[config.mk]
export PLATFORM = sky130hd
export DESIGN_NAME = dsp_mac_pipe_flat
export DESIGN_NICKNAME = d
export VERILOG_FILES = /design/src/rtl/dsp_mac_pkg.sv /design/src/rtl/dsp_mac_pipe_if.sv /design/src/rtl/dsp_mac_sat.sv /design/src/rtl/dsp_mac_pipe.sv /design/src/flat_wrapper.sv
export SDC_FILE = /design/constraint.sdc
export NUM_CORES = 1
export LEC_CHECK = 0
export ABC_AREA = 1
export ABC_CLOCK_PERIOD_IN_PS = 13500
export BUFFER_PORTS_ARGS = -buffer_cell sky130_fd_sc_hd__buf_2
export CAP_MARGIN = 20
export CORE_AREA = 3 3 211 213
export CTS_BUF_LIST = sky130_fd_sc_hd__clkbuf_4 sky130_fd_sc_hd__clkbuf_8
export CTS_CLUSTER_DIAMETER = 30
export CTS_CLUSTER_SIZE = 12
export DETAILED_ROUTE_END_ITERATION = 8
export DIE_AREA = 0 0 214 216
export GPL_TIMING_DRIVEN = 0
export PLACE_DENSITY = 0.83
export SYNTH_ARGS = -nofsm -noshare
export SYNTH_HDL_FRONTEND = slang
export SYNTH_HIERARCHICAL = 1
export SYNTH_SLANG_ARGS = --single-unit
[constraint.sdc]
create_clock -name clk0 -period 13.5 [get_ports clk0]
set_clock_uncertainty 0.2 [all_clocks]
set_input_delay 0.675 -clock clk0 [delete_from_list [all_inputs] [get_ports clk0]]
set_output_delay 0.675 -clock clk0 [all_outputs]
set_load 0.05 [all_outputs]
[src/rtl/dsp_mac_pkg.sv]
// Shared helpers for the dual-product MAC: pipeline latency, width-generic
// sign/zero extension and saturation bounds. Helpers work on a MAX_W-bit
// container so callers of any width up to MAX_W can use them and narrow the
// result with a width cast.
package dsp_mac_pkg;

    localparam int unsigned PIPE_LAT = 3;
    localparam int unsigned MAX_W    = 128;
    localparam int unsigned IDX_W    = $clog2(MAX_W);

    typedef logic [MAX_W-1:0] wide_t;

    // Keep the low w bits of v, clear the rest.
    function automatic wide_t zext(input wide_t v, input int unsigned w);
        wide_t r;
        r = '0;
        for (int unsigned i = 0; i < MAX_W; i++) begin
            if (i < w) r[IDX_W'(i)] = v[IDX_W'(i)];
        end
        return r;
    endfunction

    // Replicate bit w-1 of v into every bit above it.
    function automatic wide_t sext(input wide_t v, input int unsigned w);
        wide_t            r;
        logic [IDX_W-1:0] top;
        r   = v;
        top = IDX_W'(w - 1);
        for (int unsigned i = 0; i < MAX_W; i++) begin
            if (i >= w) r[IDX_W'(i)] = v[top];
        end
        return r;
    endfunction

    // Largest value representable in res_w bits, as a MAX_W two's-complement value.
    function automatic wide_t sat_max(input int unsigned res_w, input logic is_signed);
        wide_t one;
        one = wide_t'(1);
        return is_signed ? (one << (res_w - 1)) - one : (one << res_w) - one;
    endfunction

    // Smallest value representable in res_w bits, as a MAX_W two's-complement value.
    function automatic wide_t sat_min(input int unsigned res_w, input logic is_signed);
        wide_t one;
        one = wide_t'(1);
        return is_signed ? ~((one << (res_w - 1)) - one) : '0;
    endfunction

endpackage

[src/rtl/dsp_mac_pipe_if.sv]
// Operand/result bundle of one MAC instance.
//   master: drives enable, operands, control and cascade input; sees results.
//   slave : the MAC itself.
interface dsp_mac_pipe_if #(
    parameter int unsigned A_W   = 8,
    parameter int unsigned B_W   = 18,
    parameter int unsigned ACC_W = 64,
    parameter int unsigned RES_W = 27
);
    logic             ena;
    logic             in_valid;
    logic [A_W-1:0]   ax;
    logic [B_W-1:0]   bx;
    logic [A_W-1:0]   ay;
    logic [B_W-1:0]   by;
    logic             accumulate;
    logic             chain_en;
    logic [ACC_W-1:0] chainin;
    logic             clear;
    logic             out_valid;
    logic [RES_W-1:0] resulta;
    logic [ACC_W-1:0] chainout;
    logic             ovf;

    modport master (
        output ena, in_valid, ax, bx, ay, by, accumulate, chain_en, chainin, clear,
        input  out_valid, resulta, chainout, ovf
    );

    modport slave (
        input  ena, in_valid, ax, bx, ay, by, accumulate, chain_en, chainin, clear,
        output out_valid, resulta, chainout, ovf
    );
endinterface

[src/rtl/dsp_mac_sat.sv]
// Combinational narrowing of the accumulator to the result width.
//   acc_i : ACC_W accumulator value
//   res_c : RES_W result, clamped to the signed/unsigned RES_W range when SAT,
//           otherwise the low RES_W bits.
module dsp_mac_sat
    import dsp_mac_pkg::*;
#(
    parameter int unsigned ACC_W  = 64,
    parameter int unsigned RES_W  = 27,
    parameter bit          SIGNED = 1'b1,
    parameter bit          SAT    = 1'b1
) (
    input  logic [ACC_W-1:0] acc_i,
    output logic [RES_W-1:0] res_c
);

    localparam wide_t SAT_HI = sat_max(RES_W, SIGNED);
    localparam wide_t SAT_LO = sat_min(RES_W, SIGNED);

    wide_t acc_w;
    logic  hi;
    logic  lo;

    // Compare in the wide container so one path covers both signednesses.
    always_comb begin
        acc_w = SIGNED ? sext(MAX_W'(acc_i), ACC_W) : zext(MAX_W'(acc_i), ACC_W);
        hi    = SIGNED ? ($signed(acc_w) > $signed(SAT_HI)) : (acc_w > SAT_HI);
        lo    = SIGNED ? ($signed(acc_w) < $signed(SAT_LO)) : 1'b0;
        res_c = SAT ? RES_W'(hi ? SAT_HI : (lo ? SAT_LO : acc_w)) : acc_i[RES_W-1:0];
    end

endmodule

[src/rtl/dsp_mac_pipe.sv]
// Pipelined dual-product multiply-accumulate: ax*bx + ay*by, optionally plus
// the cascade input and the running accumulator. Three enabled cycles from
// in_valid to out_valid, one result per enabled cycle.
//   clk0, aclr0_n : clock, asynchronous active-low reset
//   bus (slave)   : ena stall, operands, accumulate/chain_en/clear controls,
//                   chainin; registered out_valid, resulta, chainout, ovf.
module dsp_mac_pipe
    import dsp_mac_pkg::*;
#(
    parameter int unsigned A_W    = 8,
    parameter int unsigned B_W    = 18,
    parameter int unsigned ACC_W  = 64,
    parameter int unsigned RES_W  = 27,
    parameter bit          SIGNED = 1'b1,
    parameter bit          SAT    = 1'b1
) (
    input  logic           clk0,
    input  logic           aclr0_n,
    dsp_mac_pipe_if.slave  bus
);

    localparam int unsigned PW = A_W + B_W;   // single product width
    localparam int unsigned SW = PW + 1;      // product-sum width
    localparam int unsigned XW = ACC_W + 2;   // exact three-term sum width

    // Stage 1
    logic             v1_q;
    logic [A_W-1:0]   ax_q, ay_q;
    logic [B_W-1:0]   bx_q, by_q;
    logic             acc_en1_q, chain_en1_q;
    // Stage 2
    logic             v2_q;
    logic [ACC_W-1:0] p2_q, p2_d;
    logic             acc_en2_q, chain_en2_q;
    // Stage 3
    logic [ACC_W-1:0] acc_q, acc_d;
    logic             ovf_q, ovf_d;
    logic             out_valid_q;
    logic [RES_W-1:0] resulta_q, resulta_c;

    logic [PW-1:0]    ax_e, bx_e, ay_e, by_e, px, py;
    logic [SW-1:0]    sum;
    logic [ACC_W-1:0] base, chn;
    logic [XW-1:0]    base_x, p_x, chn_x, tot;
    logic             of;

    // Operands are widened to the product width first so a plain multiply
    // yields the correct two's-complement or unsigned product.
    always_comb begin
        ax_e = {{B_W{SIGNED & ax_q[A_W-1]}}, ax_q};
        bx_e = {{A_W{SIGNED & bx_q[B_W-1]}}, bx_q};
        ay_e = {{B_W{SIGNED & ay_q[A_W-1]}}, ay_q};
        by_e = {{A_W{SIGNED & by_q[B_W-1]}}, by_q};
        px   = ax_e * bx_e;
        py   = ay_e * by_e;
        sum  = {SIGNED & px[PW-1], px} + {SIGNED & py[PW-1], py};
        p2_d = SIGNED ? ACC_W'(sext(MAX_W'(sum), SW)) : ACC_W'(zext(MAX_W'(sum), SW));
    end

    // Accumulate with clear overriding the old accumulator; overflow is
    // detected on the exact sum carried in two extra bits.
    always_comb begin
        base   = (acc_en2_q && !bus.clear) ? acc_q : '0;
        chn    = chain_en2_q ? bus.chainin : '0;
        base_x = {{2{SIGNED & base[ACC_W-1]}}, base};
        p_x    = {{2{SIGNED & p2_q[ACC_W-1]}}, p2_q};
        chn_x  = {{2{SIGNED & chn[ACC_W-1]}}, chn};
        tot    = base_x + p_x + chn_x;
        of     = SIGNED ? ~((&tot[XW-1:ACC_W-1]) | ~(|tot[XW-1:ACC_W-1]))
                        : (|tot[XW-1:ACC_W]);
        acc_d  = acc_q;
        ovf_d  = ovf_q;
        if (v2_q) begin
            acc_d = tot[ACC_W-1:0];
            ovf_d = (ovf_q & ~bus.clear) | of;
        end else if (bus.clear) begin
            acc_d = '0;
            ovf_d = 1'b0;
        end
    end

    dsp_mac_sat #(
        .ACC_W  (ACC_W),
        .RES_W  (RES_W),
        .SIGNED (SIGNED),
        .SAT    (SAT)
    ) u_sat (
        .acc_i (acc_d),
        .res_c (resulta_c)
    );

    // Whole pipeline advances only on enabled cycles.
    always_ff @(posedge clk0 or negedge aclr0_n) begin
        if (!aclr0_n) begin
            v1_q        <= 1'b0;
            ax_q        <= '0;
            bx_q        <= '0;
            ay_q        <= '0;
            by_q        <= '0;
            acc_en1_q   <= 1'b0;
            chain_en1_q <= 1'b0;
            v2_q        <= 1'b0;
            p2_q        <= '0;
            acc_en2_q   <= 1'b0;
            chain_en2_q <= 1'b0;
            acc_q       <= '0;
            ovf_q       <= 1'b0;
            out_valid_q <= 1'b0;
            resulta_q   <= '0;
        end else if (bus.ena) begin
            v1_q        <= bus.in_valid;
            ax_q        <= bus.ax;
            bx_q        <= bus.bx;
            ay_q        <= bus.ay;
            by_q        <= bus.by;
            acc_en1_q   <= bus.accumulate;
            chain_en1_q <= bus.chain_en;
            v2_q        <= v1_q;
            p2_q        <= p2_d;
            acc_en2_q   <= acc_en1_q;
            chain_en2_q <= chain_en1_q;
            acc_q       <= acc_d;
            ovf_q       <= ovf_d;
            out_valid_q <= v2_q;
            resulta_q   <= resulta_c;
        end
    end

    assign bus.out_valid = out_valid_q;
    assign bus.resulta   = resulta_q;
    assign bus.chainout  = acc_q;
    assign bus.ovf       = ovf_q;

endmodule

[src/flat_wrapper.sv]
// flat-port wrapper written by rule: the top's interface ports become plain ports
module dsp_mac_pipe_flat import dsp_mac_pkg::*;
#(
    parameter int unsigned A_W    = 8,
    parameter int unsigned B_W    = 18,
    parameter int unsigned ACC_W  = 64,
    parameter int unsigned RES_W  = 27,
    parameter bit          SIGNED = 1'b1,
    parameter bit          SAT    = 1'b1
)
  (clk0, aclr0_n, bus_ena, bus_in_valid, bus_ax, bus_bx, bus_ay, bus_by, bus_accumulate, bus_chain_en, bus_chainin, bus_clear, bus_out_valid, bus_resulta, bus_chainout, bus_ovf);
  dsp_mac_pipe_if #(.A_W(A_W), .B_W(B_W), .ACC_W(ACC_W), .RES_W(RES_W)) bus_i ();
  input  logic clk0;
  input  logic aclr0_n;
  input wire logic [$bits(bus_i.ena)-1:0] bus_ena;
  input wire logic [$bits(bus_i.in_valid)-1:0] bus_in_valid;
  input wire logic [$bits(bus_i.ax)-1:0] bus_ax;
  input wire logic [$bits(bus_i.bx)-1:0] bus_bx;
  input wire logic [$bits(bus_i.ay)-1:0] bus_ay;
  input wire logic [$bits(bus_i.by)-1:0] bus_by;
  input wire logic [$bits(bus_i.accumulate)-1:0] bus_accumulate;
  input wire logic [$bits(bus_i.chain_en)-1:0] bus_chain_en;
  input wire logic [$bits(bus_i.chainin)-1:0] bus_chainin;
  input wire logic [$bits(bus_i.clear)-1:0] bus_clear;
  output wire logic [$bits(bus_i.out_valid)-1:0] bus_out_valid;
  output wire logic [$bits(bus_i.resulta)-1:0] bus_resulta;
  output wire logic [$bits(bus_i.chainout)-1:0] bus_chainout;
  output wire logic [$bits(bus_i.ovf)-1:0] bus_ovf;
  assign bus_i.ena = bus_ena;
  assign bus_i.in_valid = bus_in_valid;
  assign bus_i.ax = bus_ax;
  assign bus_i.bx = bus_bx;
  assign bus_i.ay = bus_ay;
  assign bus_i.by = bus_by;
  assign bus_i.accumulate = bus_accumulate;
  assign bus_i.chain_en = bus_chain_en;
  assign bus_i.chainin = bus_chainin;
  assign bus_i.clear = bus_clear;
  assign bus_out_valid = bus_i.out_valid;
  assign bus_resulta = bus_i.resulta;
  assign bus_chainout = bus_i.chainout;
  assign bus_ovf = bus_i.ovf;
  dsp_mac_pipe #(.A_W(A_W), .B_W(B_W), .ACC_W(ACC_W), .RES_W(RES_W), .SIGNED(SIGNED), .SAT(SAT)) u_core (.clk0(clk0), .aclr0_n(aclr0_n), .bus(bus_i));
endmodule
==> impl_metrics.py <==
metrics = {
    "drt": {
        "drc": 0,
        "drtAntennaViolNets": 0,
        "avgViaCountPerCell": 5.292,
        "routedWlPerCell_um": 17.71,
        "routed_wl_mm": 78.81,
        "vias": 23553,
        "dr.pass1.iters": 6,
        "drt_iter0_markers": 1872,
    },
    "sta": {
        "max_slew_margin_pct": 30.38,
        "fin_tns_setup_ns": 0,
        "period_needed_ns": 7.446,
        "report.final.slew_viol_count": 0,
        "worst_slew_pin_slew_ns": 1.044,
        "finalSetupViolCount": 0,
        "rsz0062_at_grt": "no",
        "fin_crit_sh_pct": 55.16,
        "max_freq_mhz": 134.3,
        "finalHoldViolCount": 0,
    },
    "floorplan": {
        "fp.dieW_um": 214,
        "die_h_um": 216,
        "start_util_pct": 59.67,
        "rows": 76,
        "io_pins": 216,
        "fp.dieArea_sq_mm": 0.04622,
        "core_sq_mm": 0.04289,
    },
    "clock_network": {
        "cts_resized": 0,
        "htree_levels": 4,
        "cts_hold_buf": 1,
        "insertion_delay_ns": 0.58,
        "cts_tree": "built",
        "clk_pin_slew_ns": 0.11,
        "postCtsSetupRepairBufs": 0,
        "numCtsBuffers": 17,
        "cts_root_buffer": "clkbuf_8",
        "cts.sinks": 178,
        "cts_buffer_depth": 2,
    },
    "synthesis": {
        "ys_seq_elements": 178,
        "synth_edf_count": 0,
        "synth.most_common_cell": "nand2_1",
        "async_flop_share_pct": 100.0,
        "syn_area_sq_mm": 0.02559,
        "synth_warnings": 6,
        "synth_top_area_share_pct": 27.22,
        "synthTopCellsByCount": "nand2_1 (1,095), inv_1 (814), fa_1 (348), nor2_1 (258), dfrtp_1 (178)",
        "synth_flop_cell": "dfrtp_1",
        "syn_inst": 3613,
        "ys_seq_area_share_pct": 17.41,
        "syn_nets": 4221,
        "synth_cell_types": 53,
        "yosysTopAreaCell": "fa_1",
        "postSynthAreaPerCell_sq_um": 7.083,
        "synthTopCellsByArea": "fa_1 (27%), dfrtp_1 (17%), nand2_1 (16%), inv_1 (12%), ha_1 (6.7%)",
    },
    "worst_setup_path": {
        "worstPathRequired_ns": 13.82,
        "cp.arrival_ns": 7.76,
        "path_class": "register to register",
        "end_kind": "register",
        "critPathMaxFanout": 10,
        "worstSetupStartpointType": "register",
    },
    "grt": {
        "grt_pass1_wl_mm": 124.9,
        "grt_pass1_vias": 23553,
        "grt_usage_pct": 34.95,
        "grt_overflow": 0,
        "grt_max_degree": 110,
        "antenna_found_initial": 2,
    },
    "min_path": {
        "hp-class": "input pin to register",
    },
    "placed_design": {
        "dpl.hpwl_mm": 67.27,
        "gp_congestion": 1.009,
        "portBuffers": 215,
    },
    "layout": {
        "drive_gt1_share_pct": 9.084,
        "area_growth_pct": 8.938,
        "nets": 4460,
    },
    "flow_run": {
        "max_cap_violations": 0,
    },
    "status": {
        "run_status": "completed",
    },
}
[critical path: stages, from the launching register on]
cell,delay [ns]
dfrtp_1,0.35
clkbuf_1,0.65
clkbuf_1,0.58
nand2_1,0.18
fa_1,0.58
inv_1,0.06
fa_1,0.53
inv_1,0.05
fa_1,0.49
inv_1,0.05
fa_1,0.49
fa_1,0.55
inv_1,0.06
fa_1,0.52
inv_1,0.04
ha_1,0.37
a21oi_1,0.29
o21ai_0,0.17
a211oi_1,0.30
nand3_1,0.16
a21oi_1,0.42
nand3b_1,0.17
nand3_1,0.07
nand2_1,0.07
[cell type report]
class / count / area [sq um]
timing repair buffer: 220 / 1161
multi-input combinational: 2469 / 17480
tap: 585 / 732.0
clock buffer: 18 / 247.7
buffer: 135 / 535.5
inverter: 831 / 3119
antenna: 2 / 5.005
sequential: 178 / 4458
fill: 3988 / 15010
clock inverter: 13 / 137.6
[per-layer routing]
layer / global-route usage [%] / vias to the layer above / share of wire [%]
met2: 55.43 / 1006 / 45
met4: 15.99 / 2 / 4.7
li1: - / 11209 / -
met5: 0 / - / 0.016
met1: 46.01 / 11154 / 42
met3: 8.082 / 182 / 8.6
[registers in the layout (all words and copies together), names as in the netlist, 8 cells and up]
register             count
u_core/ay_q              8
u_core/bus.chainout     64
u_core/bx_q             18
u_core/bus.resulta      27
u_core/ax_q              8
u_core/by_q             18
u_core/p2_q             27
[kinds of logic (layout without fill, tap and decap cells)]
kind of cell | Yosys count | count (layout) | share of synthesized area (%)
simple gates | 1537 | 1537 | 24.17
buf+inv | 966 | 1217 | 14.28
fa+ha+maj | 485 | 485 | 33.92
compound gates | 406 | 406 | 8.820
flops | 178 | 178 | 17.41
xor+xnor | 41 | 41 | 1.403
other cells | 0 | 2 | 0
[placed cells by master (no fill, tap or decap), types with 18 or more instances in the layout]
cell	count
nand2_1	1095
inv_1	814
fa_1	348
nor2_1	258
buf_2	219
dfrtp_1	177
o21ai_0	146
ha_1	137
a21oi_1	133
clkbuf_1	114
nand3_1	69
o22ai_1	40
o21ai_1	30
nand2_2	25
xor2_1	24
nor2_2	20
clkbuf_8	18
[path summary, 6_finish.rpt]
| path | startpoint | to | slack, ns | depth (start not counted) |
|---|---|---|---|---|
| min | bus_chain_en | u_core/chain_en1_q$_DFFE_PN0P_ | 0.08 | 3 |
| max reg2reg | u_core/ax_q[6]$_DFFE_PN0P_ | u_core/p2_q[26]$_DFFE_PN0P_ | 6.05 | 23 |
| max in group asynchronous | aclr0_n | u_core/bus.out_valid$_DFFE_PN0P_ | 11.72 | 3 |
| min reg2reg | u_core/bus.resulta[9]$_DFFE_PN0P_ | u_core/bus.resulta[9]$_DFFE_PN0P_ | 0.28 | 2 |
| max | u_core/ax_q[6]$_DFFE_PN0P_ | u_core/p2_q[26]$_DFFE_PN0P_ | 6.05 | 23 |
| min in group asynchronous | aclr0_n | u_core/bus.chainout[37]$_DFFE_PN0P_ | 0.41 | 2 |
[stage by stage]
| stage | util (%) | setup WS (ns) | hold WS [ns] | area, sq um | cells |
|---|---|---|---|---|---|
| after floorplan | - | 7.368 | 0.1794 | 25590 | 3613 |
| after global placement | 63.89 | 6.273 | 0.2508 | 27400 | 4413 |
| after detailed placement | 64.04 | 6.149 | 0.2532 | 27470 | 4416 |
| after CTS | 64.97 | 6.127 | 0.02892 | 27860 | 4448 |
| after global routing | 65.00 | 5.633 | 0.06845 | 27880 | 4450 |
| final | 65.00 | 6.054 | 0.08294 | 27880 | 4451 |
Power is left out: the tool's default activity adds up to more than one toggle a clock period on the data nets, which glitch-free logic cannot reach.
